## src/rtl/inf_send_if.sv

```systemverilog
// Handshake and line bundle between an inf_send transmitter and whatever
// drives it. The controller side uses the master view; the transmitter
// uses the slave view.
interface inf_send_if;
   logic       start;       // request one frame, honoured only when idle
   logic       repeat_req;  // level, checked at the end of every gap
   logic [7:0] addr;        // address byte, captured with start
   logic [7:0] cmd;         // command byte, captured with start
   logic       busy;        // transmitter is not idle
   logic       done;        // one-cycle pulse on return to idle
   logic       inf_out;     // carrier-modulated LED drive
   logic       inf_env;     // unmodulated envelope for loopback

   modport master (
      output start, repeat_req, addr, cmd,
      input  busy, done, inf_out, inf_env
   );

   modport slave (
      input  start, repeat_req, addr, cmd,
      output busy, done, inf_out, inf_env
   );
endinterface

```

## src/rtl/inf_send.sv

```systemverilog
// NEC-format infrared transmitter. A start request sends one frame:
// leader, addr, ~addr, cmd, ~cmd (LSB first) and a stop mark. While
// repeat_req is held, a repeat code follows every frame period.
// inf_env is the mark/space envelope; inf_out is that envelope gated by a
// carrier that always begins each mark in its high phase.
module inf_send #(
   parameter int unsigned T_LEAD_MARK  = 450000,
   parameter int unsigned T_LEAD_SPACE = 225000,
   parameter int unsigned T_REP_SPACE  = 112500,
   parameter int unsigned T_BIT_MARK   = 28000,
   parameter int unsigned T_ZERO_SPACE = 28000,
   parameter int unsigned T_ONE_SPACE  = 84500,
   parameter int unsigned T_FRAME      = 5500000,
   parameter int unsigned CARR_DIV     = 1316,
   parameter int unsigned CARR_HIGH    = 439
) (
   input  logic        sys_clk,
   input  logic        sys_rst,
   inf_send_if.slave   bus
);

   function automatic int unsigned imax(input int unsigned a, input int unsigned b);
      return (a > b) ? a : b;
   endfunction

   localparam int unsigned P_MAX = imax(imax(imax(T_LEAD_MARK, T_LEAD_SPACE),
                                             imax(T_REP_SPACE, T_BIT_MARK)),
                                        imax(imax(T_ZERO_SPACE, T_ONE_SPACE),
                                             imax(T_FRAME, CARR_DIV)));
   localparam int CW  = $clog2(P_MAX + 1);
   localparam int CAW = (CARR_DIV > 1) ? $clog2(CARR_DIV) : 1;

   typedef enum logic [3:0] {
      S_IDLE, S_LEAD_MARK, S_LEAD_SPACE, S_BIT_MARK, S_BIT_SPACE,
      S_STOP_MARK, S_GAP, S_REP_MARK, S_REP_SPACE, S_REP_STOP
   } state_t;

   state_t          r_state;
   state_t          w_state_nxt;
   logic [CW-1:0]   r_dur;      // cycles spent in the current state
   logic [CW-1:0]   r_frm;      // cycles since the last leader / repeat start
   logic [31:0]     r_shreg;    // remaining payload, next bit in [0]
   logic [5:0]      r_bit_cnt;  // payload bits already sent
   logic [CAW-1:0]  r_carr;     // carrier phase
   logic            r_busy;
   logic            r_done;
   logic            r_env;
   logic            r_out;

   logic [CW-1:0]   w_dur_last;
   logic            w_dur_end;
   logic            w_frm_end;
   logic            w_enter;
   logic            w_accept;
   logic            w_shift;
   logic [CAW-1:0]  w_carr_nxt;
   logic            w_env_nxt;
   logic            w_busy_nxt;
   logic            w_done_nxt;
   logic            w_out_nxt;

   // Last count value of each timed state; a bit space is long for a 1.
   function automatic logic [CW-1:0] dur_last(input state_t s, input logic one);
      case (s)
         S_LEAD_MARK, S_REP_MARK:             return CW'(T_LEAD_MARK - 1);
         S_LEAD_SPACE:                        return CW'(T_LEAD_SPACE - 1);
         S_REP_SPACE:                         return CW'(T_REP_SPACE - 1);
         S_BIT_MARK, S_STOP_MARK, S_REP_STOP: return CW'(T_BIT_MARK - 1);
         S_BIT_SPACE:                         return one ? CW'(T_ONE_SPACE - 1)
                                                         : CW'(T_ZERO_SPACE - 1);
         default:                             return '0;
      endcase
   endfunction

   assign w_dur_last = dur_last(r_state, r_shreg[0]);
   assign w_dur_end  = (r_dur == w_dur_last);
   assign w_frm_end  = (r_frm == CW'(T_FRAME - 1));
   assign w_enter    = (w_state_nxt != r_state);
   assign w_accept   = (r_state == S_IDLE) && bus.start;
   assign w_shift    = (r_state == S_BIT_SPACE) && w_dur_end;

   // State register; reset returns to idle from anywhere in a frame.
   // NOTE: every clocked block uses non-blocking assignments so all registers
   // update together from the values present before the edge.
   always_ff @(posedge sys_clk) begin
      if (sys_rst) r_state <= S_IDLE;
      else         r_state <= w_state_nxt;
   end

   // Next-state decode: each timed state ends on its last count, the gap on the frame boundary.
   // NOTE: the hold-state default is assigned first so no path leaves
   // w_state_nxt unassigned, which would otherwise infer a latch.
   always_comb begin
      w_state_nxt = r_state;
      case (r_state)
         S_IDLE:       if (bus.start) w_state_nxt = S_LEAD_MARK;
         S_LEAD_MARK:  if (w_dur_end) w_state_nxt = S_LEAD_SPACE;
         S_LEAD_SPACE: if (w_dur_end) w_state_nxt = S_BIT_MARK;
         S_BIT_MARK:   if (w_dur_end) w_state_nxt = S_BIT_SPACE;
         S_BIT_SPACE:  if (w_dur_end) w_state_nxt = (r_bit_cnt == 6'd31) ? S_STOP_MARK
                                                                         : S_BIT_MARK;
         S_STOP_MARK:  if (w_dur_end) w_state_nxt = S_GAP;
         S_GAP:        if (w_frm_end) w_state_nxt = bus.repeat_req ? S_REP_MARK : S_IDLE;
         S_REP_MARK:   if (w_dur_end) w_state_nxt = S_REP_SPACE;
         S_REP_SPACE:  if (w_dur_end) w_state_nxt = S_REP_STOP;
         S_REP_STOP:   if (w_dur_end) w_state_nxt = S_GAP;
         default:      w_state_nxt = S_IDLE;
      endcase
   end

   // Output decode from the next state so the registered outputs line up with the state.
   always_comb begin
      w_env_nxt  = (w_state_nxt == S_LEAD_MARK) || (w_state_nxt == S_BIT_MARK) ||
                   (w_state_nxt == S_STOP_MARK) || (w_state_nxt == S_REP_MARK) ||
                   (w_state_nxt == S_REP_STOP);
      w_busy_nxt = (w_state_nxt != S_IDLE);
      w_done_nxt = (r_state == S_GAP) && (w_state_nxt == S_IDLE);
      w_carr_nxt = (w_enter || r_carr == CAW'(CARR_DIV - 1)) ? '0 : r_carr + 1'b1;
      w_out_nxt  = w_env_nxt && (32'(w_carr_nxt) < CARR_HIGH);
   end

   // Timing counters, payload shift register and carrier phase.
   always_ff @(posedge sys_clk) begin
      if (sys_rst) begin
         r_dur     <= '0;
         r_frm     <= '0;
         r_shreg   <= '0;
         r_bit_cnt <= '0;
         r_carr    <= '0;
      end else begin
         r_dur  <= (w_enter || r_state == S_IDLE) ? '0 : r_dur + 1'b1;
         r_carr <= w_carr_nxt;
         if (w_enter && (w_state_nxt == S_LEAD_MARK || w_state_nxt == S_REP_MARK))
            r_frm <= '0;
         else if (r_state != S_IDLE)
            r_frm <= r_frm + 1'b1;
         if (w_accept) begin
            r_shreg   <= {~bus.cmd, bus.cmd, ~bus.addr, bus.addr};
            r_bit_cnt <= '0;
         end else if (w_shift) begin
            r_shreg   <= {1'b0, r_shreg[31:1]};
            r_bit_cnt <= r_bit_cnt + 6'd1;
         end
      end
   end

   // Registered line and status outputs.
   always_ff @(posedge sys_clk) begin
      if (sys_rst) begin
         r_busy <= 1'b0;
         r_done <= 1'b0;
         r_env  <= 1'b0;
         r_out  <= 1'b0;
      end else begin
         r_busy <= w_busy_nxt;
         r_done <= w_done_nxt;
         r_env  <= w_env_nxt;
         r_out  <= w_out_nxt;
      end
   end

   assign bus.busy    = r_busy;
   assign bus.done    = r_done;
   assign bus.inf_env = r_env;
   assign bus.inf_out = r_out;

endmodule

```

## src/flat_wrapper.sv

```systemverilog
// flat-port wrapper written by rule: the top's interface ports become plain ports
module inf_send_flat 
#(
   parameter int unsigned T_LEAD_MARK  = 450000,
   parameter int unsigned T_LEAD_SPACE = 225000,
   parameter int unsigned T_REP_SPACE  = 112500,
   parameter int unsigned T_BIT_MARK   = 28000,
   parameter int unsigned T_ZERO_SPACE = 28000,
   parameter int unsigned T_ONE_SPACE  = 84500,
   parameter int unsigned T_FRAME      = 5500000,
   parameter int unsigned CARR_DIV     = 1316,
   parameter int unsigned CARR_HIGH    = 439
)
  (sys_clk, sys_rst, bus_start, bus_repeat_req, bus_addr, bus_cmd, bus_busy, bus_done, bus_inf_out, bus_inf_env);
  inf_send_if bus_i ();
  input  logic sys_clk;
  input  logic sys_rst;
  input wire logic [$bits(bus_i.start)-1:0] bus_start;
  input wire logic [$bits(bus_i.repeat_req)-1:0] bus_repeat_req;
  input wire logic [$bits(bus_i.addr)-1:0] bus_addr;
  input wire logic [$bits(bus_i.cmd)-1:0] bus_cmd;
  output wire logic [$bits(bus_i.busy)-1:0] bus_busy;
  output wire logic [$bits(bus_i.done)-1:0] bus_done;
  output wire logic [$bits(bus_i.inf_out)-1:0] bus_inf_out;
  output wire logic [$bits(bus_i.inf_env)-1:0] bus_inf_env;
  assign bus_i.start = bus_start;
  assign bus_i.repeat_req = bus_repeat_req;
  assign bus_i.addr = bus_addr;
  assign bus_i.cmd = bus_cmd;
  assign bus_busy = bus_i.busy;
  assign bus_done = bus_i.done;
  assign bus_inf_out = bus_i.inf_out;
  assign bus_inf_env = bus_i.inf_env;
  inf_send #(.T_LEAD_MARK(T_LEAD_MARK), .T_LEAD_SPACE(T_LEAD_SPACE), .T_REP_SPACE(T_REP_SPACE), .T_BIT_MARK(T_BIT_MARK), .T_ZERO_SPACE(T_ZERO_SPACE), .T_ONE_SPACE(T_ONE_SPACE), .T_FRAME(T_FRAME), .CARR_DIV(CARR_DIV), .CARR_HIGH(CARR_HIGH)) u_core (.sys_clk(sys_clk), .sys_rst(sys_rst), .bus(bus_i));
endmodule
```

## config.mk

```make
export PLATFORM = sky130hd
export DESIGN_NAME = inf_send_flat
export DESIGN_NICKNAME = d
export VERILOG_FILES = /design/src/rtl/inf_send_if.sv /design/src/rtl/inf_send.sv /design/src/flat_wrapper.sv
export SDC_FILE = /design/constraint.sdc
export NUM_CORES = 1
export LEC_CHECK = 0
export ABC_AREA = 0
export ABC_CLOCK_PERIOD_IN_PS = 3970
export BUFFER_PORTS_ARGS = -buffer_cell sky130_fd_sc_hd__clkbuf_2
export CORE_ASPECT_RATIO = 1.25
export CORE_MARGIN = 3
export CORE_UTILIZATION = 55
export CTS_CLUSTER_SIZE = 14
export DETAILED_ROUTE_END_ITERATION = 12
export PLACE_DENSITY = 0.72
export SETUP_SLACK_MARGIN = 0.15
export SLEW_MARGIN = 5
export SYNTH_ARGS = -nofsm -noshare
export SYNTH_HDL_FRONTEND = slang
export SYNTH_SLANG_ARGS = --single-unit
```

## constraint.sdc

```tcl
create_clock -name sys_clk -period 3.97 [get_ports sys_clk]
set_input_delay 0.397 -clock sys_clk [delete_from_list [all_inputs] [get_ports sys_clk]]
set_output_delay 0.397 -clock sys_clk [all_outputs]
set_load 0.005 [all_outputs]
```

==> results.rst, run 1 <==
.. list-table::
   :header-rows: 1

   * - Metric
     - Value
   * - Result of the run
     - complete, no violations
   * - Layout Skew
     - between 7 and 8 ps
   * - EDFF count, synth
     - 0
   * - Gate count after technology mapping
     - around 650
   * - Cell area after synthesis
     - 5540 um^2
   * - 1st-pass router iterations
     - 5
   * - Upper clock frequency limit
     - between 200 and 300 MHz
   * - Number of pins exceeding their max-slew limit in the final report
     - 0
   * - Final RePlAce weighted congestion
     - 0.909
   * - Sequential cell area
     - 2060 um^2
   * - Area of the core region
     - slightly below 10000 um^2
   * - Ranking of synthesized cells by area
     - dfxtp_1 37%, xor2_1 6.2%, nor2_1 6.0%
   * - # rows
     - 40
   * - Flop and latch count out of synthesis
     - roughly 100
   * - Synthesized Nets
     - between 600 and 700
   * - Max clock buf depth
     - 2
   * - Global-route wire length before repair
     - 19800 um
   * - Antenna Nets Post-Route
     - 0
   * - Top cells by count, synth
     - 103 x dfxtp_1, 89 x nor2_1, 48 x nor3_1, 39 x xor2_1, 37 x nand2_1
   * - Clock tree root buffer cell
     - clkbuf_16
   * - Number of global-route vias before repair
     - around 4300
   * - Headroom to the max-slew limit
     - a little over a third
   * - Critical Path RT
     - 4160 ps
   * - Most used DFF post-synth
     - dfxtp_1
   * - Sort of element at the end of the critical path
     - flop
   * - Routed length per instance
     - 15.0 um
   * - Path class of the lowest-slack min-delay path
     - primary input to flop
   * - CTS hold repair buffers
     - 0
   * - Deepest level of the CTS H-tree
     - 3
   * - Die Y
     - 118 um
   * - Signed area change from the synthesized netlist to the final layout
     - 9.03%
   * - Inserted Diodes
     - 0
   * - Aggregate routed wire length
     - 11700 um
   * - Crit-path cells
     - or3b_1 -> mux2_2 -> o31ai_1 -> a211oi_1 -> or4_1 -> or2_2 -> o221ai_1 -> nand4_1 -> nor2b_1
   * - CTS resizes
     - 1
   * - Count of nets after finishing
     - roughly 670
   * - Seq/Total Area, Yosys
     - a little under two fifths
   * - Period utilization
     - 88.9%
   * - Critical path's largest stage delay
     - 710 ps
   * - Filler cell count in the final layout
     - just under 900
   * - Avg Synthesized Cell Area
     - roughly 8.6 um^2
   * - Overall die area
     - 11300 um^2
   * - RSZ-0062 raised after global routing
     - no
   * - Transition at the pin with the smallest max-transition slack
     - 960 ps
   * - Worst Path Arrival
     - between 3000 and 4000 ps
   * - Clock latency of the later-clocked register in the worst-skew pair
     - 340 ps
   * - Buffer count from post-CTS setup fixing
     - 0
   * - Count leader, synth
     - dfxtp_1
   * - Mean number of vias per cell
     - between 5 and 6
   * - Hold Violations, Final
     - 0
   * - Area share of the largest cell type after synthesis
     - a little under two fifths
   * - Overall power consumption
     - ~2.3 mW
   * - Number of warnings issued by yosys
     - 0
   * - Count of unique library cells instantiated by Yosys
     - 64
   * - Proportion of layout cells with a drive suffix above 1
     - between 10% and 20%
   * - Peak supply drop
     - 253 uV
   * - Maximum number of pins on one net before global-route repair
     - between 40 and 50
   * - Fraction of synthesis flops using an asynchronous set or reset pin
     - 0%
   * - Initial antenna violation count
     - 0
   * - Cell type with the highest aggregate area in the netlist
     - dfxtp_1
   * - Fin crit period
     - 3530 ps
   * - Clock Sink Count
     - a little over 100
   * - Static Leak
     - just over 2 nW
   * - Total global routing track utilization
     - roughly a fifth
   * - Setup violation total in the final timing report
     - 0
   * - Post-detail-place hpwl
     - about 8300 um
   * - Area occupied by multi-input gates
     - about 3200 um^2
   * - Number of port buffers
     - 23
   * - Maximum fanout encountered on the critical timing path
     - 10
   * - Routed via count
     - approximately 4600
   * - Initial core utilization
     - a little under three fifths
   * - Critical setup path kind
     - flop to flop
   * - Max capacitance violation total
     - 0
   * - Critical-path top delay cell
     - or4_1
   * - Worst reg-to-reg setup slack
     - around 440 ps
   * - Startpoint kind of the worst setup timing path
     - flop
   * - Pwr/cell area
     - 375 nW/um^2
   * - First-iteration detailed-routing DRC count
     - between 200 and 250
   * - Sum of negative setup slack
     - 0 ps
   * - Total congestion overflow
     - 0
   * - Overall die width
     - 95.8 um
   * - Num CTS Buffers
     - 9
   * - CTS clk-pin slew, worst paths
     - 70 ps
   * - Count of pins on the block boundary
     - 24
   * - TritonCTS clock tree
     - built
   * - Remaining design rule violation count
     - 0
[critical path: cells and delay by family, from the launching register on]
family	cells	cell delay, ps
AND/OR/NAND/NOR	5	1870
AO/OA/AOI/OAI	3	690
flip-flops	1	550
multiplexers	1	280
[cells in the final DEF (no fill, tap or decap), drive strengths merged, types with 3 or more instances in the layout]
cell type / count
and3: 15
dfxtp: 103
a311oi: 3
or3: 5
inv: 11
o32a: 3
a21oi: 14
mux2i: 33
o21ba: 16
o31ai: 4
or4: 3
o211ai: 4
a31oi: 7
nor4: 5
xor2: 39
nand4: 17
nand2: 37
o221ai: 3
or2: 5
clkbuf: 34
nand3: 29
nor2b: 3
nor3: 48
xnor2: 20
a211oi: 19
nor3b: 5
buf: 13
nand2b: 4
ha: 4
nor2: 89
o21ai: 20
[area by class of cell]
cell class	instances	area share [%]
Inverter	10	0.621
Clock inverter	5	1.30
Tap cell	126	2.61
Sequential cell	103	34.2
Clock buffer	11	4.02
Timing Repair Buffer	36	4.14
Multi-Input combinational cell	488	53.1
[registers in the layout, indices dropped and copies added (netlist names)]
| signal | cells |
|---|---|
| u_core.r_shreg | 32 |
| u_core.r_dur | 23 |
| u_core.r_frm | 23 |
| u_core.r_carr | 11 |
| u_core.r_bit_cnt | 6 |
| u_core.r_state | 4 |
| u_core.bus.busy | 1 |
| u_core.bus.done | 1 |
| u_core.bus.inf_env | 1 |
| u_core.bus.inf_out | 1 |
[per-layer routing]
metal,share of wire (%),vias to the layer above,GRT usage [%]
met5,0,-,0
met4,2.6,0,8.01
met2,50,82,35.1
met1,44,2144,26.9
li1,-,2313,-
met3,3.3,22,4.46
[power breakdown]
group          switching, mW  internal, mW  leakage, nW
registers             0.0281          1.07        0.839
clock network          0.371         0.570        0.160
logic                  0.135        0.0894         1.03
total                  0.534          1.73         2.03
[cells by family after synthesis]
family                     share of synthesized area, %
muxes                                              6.16
adders and majority gates                         0.903
AOI/OAI and AO/OA                                  15.9
buffers and inverters                              4.97
xor gates and xnor gates                           9.32
DFF                                                37.2
and+or+nand+nor                                    25.5
[worst paths after layout]
kind,start,cells past startpoint,endpoint
worst min register to register,u_core.r_frm[7],2,u_core.r_frm[7]
worst max register to register,u_core.r_state[3],9,u_core.bus.busy
worst max-delay path,u_core.r_state[3],9,u_core.bus.busy
worst min-delay path,bus_cmd[7],4,u_core.r_shreg[31]
[stage by stage]
stage	cell area, um^2	util, %	std cells	hold slack (ps)	worst slack [ps]
global placement	5720	58.9	763	472	66.8
detailed placement	5720	58.9	763	488	79.8
global route	6040	62.2	779	386	224
floorplan	5540	-	647	462	1030
CTS	6040	62.2	779	347	176
finish	6040	62.2	779	359	439
(Power assumes the default switching activity.)
==> inputs of run 2 (changes only) <==
--- a/config.mk
+++ b/config.mk
@@ -8,7 +8,6 @@
 export ABC_AREA = 0
 export ABC_CLOCK_PERIOD_IN_PS = 3970
 export BUFFER_PORTS_ARGS = -buffer_cell sky130_fd_sc_hd__clkbuf_2
-export CORE_ASPECT_RATIO = 1.25
 export CORE_MARGIN = 3
 export CORE_UTILIZATION = 55
 export CTS_CLUSTER_SIZE = 14
==> results.rst, run 2 (synthesized netlist as in run 1, its figures left out) <==
.. list-table::
   :header-rows: 1

   * - Metric
     - Value
   * - Result of the run
     - complete, no violations
   * - Fin crit period
     - 3560 ps
   * - CTS clk-pin slew, worst paths
     - about 100 ps
   * - RSZ-0062 raised after global routing
     - no
   * - Post-Place Cells
     - between 700 and 800
   * - Minimum hold slack
     - about 330 ps
   * - Overall die area
     - between 10000 and 15000 um^2
   * - Peak supply drop
     - 322 uV
   * - Sum of negative setup slack
     - 0 ps
   * - Maximum number of pins on one net before global-route repair
     - 48
   * - 1st-pass router iterations
     - 5
   * - Sort of element at the end of the critical path
     - flop
   * - Max capacitance violation total
     - 0
   * - Path class of the lowest-slack min-delay path
     - primary input to flop
   * - Overall power consumption
     - around 2 mW
   * - Global-route wire length before repair
     - ~20000 um
   * - Total global routing track utilization
     - 21.8%
   * - Buffer and inverter count on the worst path
     - 4
   * - Total congestion overflow
     - 0
   * - Startpoint kind of the worst setup timing path
     - flop
   * - Deepest level of the CTS H-tree
     - 3
   * - Final worst slack
     - a little over 400 ps
   * - Overall die width
     - approximately 110 um
   * - Routed via count
     - 4616
   * - Utilization after layout
     - between 60% and 70%
   * - Max clock buf depth
     - 2
   * - Proportion of layout cells with a drive suffix above 1
     - between 10% and 20%
   * - # rows
     - 36
   * - Critical Path RT
     - about 4300 ps
   * - TritonCTS clock tree
     - built
   * - Number of global-route vias before repair
     - around 4300
   * - Initial core utilization
     - 56.7%
   * - First-iteration detailed-routing DRC count
     - around 370
   * - Register ranked first by flip-flop count
     - u_core.r_shreg
   * - Clock Sink Count
     - 103
   * - Antenna Nets Post-Route
     - 0
   * - Remaining design rule violation count
     - 0
   * - Largest registers
     - u_core.r_shreg: 32 flops, u_core.r_dur: 23 flops, u_core.r_frm: 23 flops
   * - Inserted Diodes
     - 0
   * - Headroom to the max-slew limit
     - 32.2%
   * - Number of pins exceeding their max-slew limit in the final report
     - 0
   * - Static Leak
     - approximately 2.0 nW
   * - Post-detail-place hpwl
     - roughly 8500 um
   * - Hold Violations, Final
     - 0
   * - Filler-free cell count of the finished design
     - between 700 and 800
   * - Area of all placed cells without fillers
     - around 6000 um^2
   * - Transition at the pin with the smallest max-transition slack
     - between 900 and 1000 ps
   * - Routed length per instance
     - roughly 15 um
   * - Worst Path Arrival
     - 3860 ps
   * - Clock tree root buffer cell
     - clkbuf_8
   * - Initial antenna violation count
     - 0
   * - Num CTS Buffers
     - 9
   * - Upper clock frequency limit
     - 281 MHz
   * - Clock latency of the later-clocked register in the worst-skew pair
     - about 380 ps
   * - Number of flip-flops in the largest register
     - 32
   * - Critical-path top delay cell
     - a2111oi_0
   * - Number of port buffers
     - 23
   * - Setup violation total in the final timing report
     - 0
   * - Most common cell after layout, fill and taps aside
     - dfxtp_1
   * - Layout Skew
     - approximately 7.8 ps
   * - Aggregate routed wire length
     - 11900 um
   * - Maximum fanout encountered on the critical timing path
     - 34
   * - Highest-count cells in the layout ignoring fill and taps
     - 103 x dfxtp_1, 89 x nor2_1, 47 x nor3_1
   * - Critical path's largest stage delay
     - approximately 800 ps
   * - CTS resizes
     - 0
   * - Period utilization
     - 89.8%
   * - Crit-path cells
     - buf_4 -> inv_1 -> buf_4 -> nor2_1 -> a2111o_1 -> a222oi_1 -> o211ai_2 -> nor3_1 -> a2111oi_0 -> o31ai_4 -> buf_12 -> nor3_1
   * - Pwr/cell area
     - around 330 nW/um^2
   * - Worst-case setup slack after placement
     - roughly 350 ps
   * - Final RePlAce weighted congestion
     - just over 1
   * - Die Y
     - around 110 um
   * - Area of placed instances
     - about 5800 um^2
   * - Critical setup path kind
     - flop to flop
   * - Signed area change from the synthesized netlist to the final layout
     - 7.41%
   * - Buffer count from post-CTS setup fixing
     - 0
   * - CTS hold repair buffers
     - 0
   * - Count of nets after finishing
     - 677
   * - Area of the core region
     - 9770 um^2
   * - Count of pins on the block boundary
     - 24
   * - Mean number of vias per cell
     - between 5 and 6
   * - Kind of cell adding the most delay to the critical path
     - compound AO/OA/AOI/OAI gates
-- run 2: cell count changes in the layout (fill, tap and decap cells not counted), moves of 2 or more --
| cell | change |
|---|---|
| clkinv_4 | +3 |
| bufinv_16 | -2 |
| clkbuf_16 | -9 |
| buf_4 | +6 |
| dfxtp_2 | -2 |
| dfxtp_1 | +2 |
| clkbuf_8 | +8 |
-- run 2: final timing paths --
check	startpoint	to	slack [ps]	cells after the start
min reg2reg	u_core.r_frm[1]	u_core.r_frm[1]	500	2
max	u_core.r_state[1]	u_core.r_dur[19]	410	12
max reg2reg	u_core.r_state[1]	u_core.r_dur[19]	410	12
min	bus_cmd[7]	u_core.r_shreg[31]	330	4
-- run 2: worst reg2reg max path: cells and delay by family (launching register included) --
family,cells,cell delay (ps)
buf+inv,4,690
simple gates,3,630
compound gates,5,1500
flops,1,660
-- run 2: routing by layer --
metal  global-route usage (%)  vias to the layer above  wire (um)  share of wire [%]
li1                         -                     2320          -                  -
met1                     28.4                     2154       5510                 46
met2                     36.0                      119       5610                 47
met3                     4.61                       23        545                4.6
met4                     7.22                        0        247                2.1
met5                        0                        -          0                  0
-- run 2: final cells by class --
class / instances / area, um^2
Fill cell: 898 / 3820
Multi-Input combinational cell: 488 / 3220
Sequential cell: 103 / 2060
Timing Repair Buffer: 41 / 275
Tap cell: 133 / 166
Clock buffer: 9 / 124
Clock inverter: 7 / 67.6
Inverter: 10 / 37.5
-- run 2: report_power, final --
part           switching (mW)  internal (mW)  leakage (nW)
combinational           0.138         0.0928          1.05
clock                   0.390          0.242        0.0984
sequential             0.0270           1.07         0.838
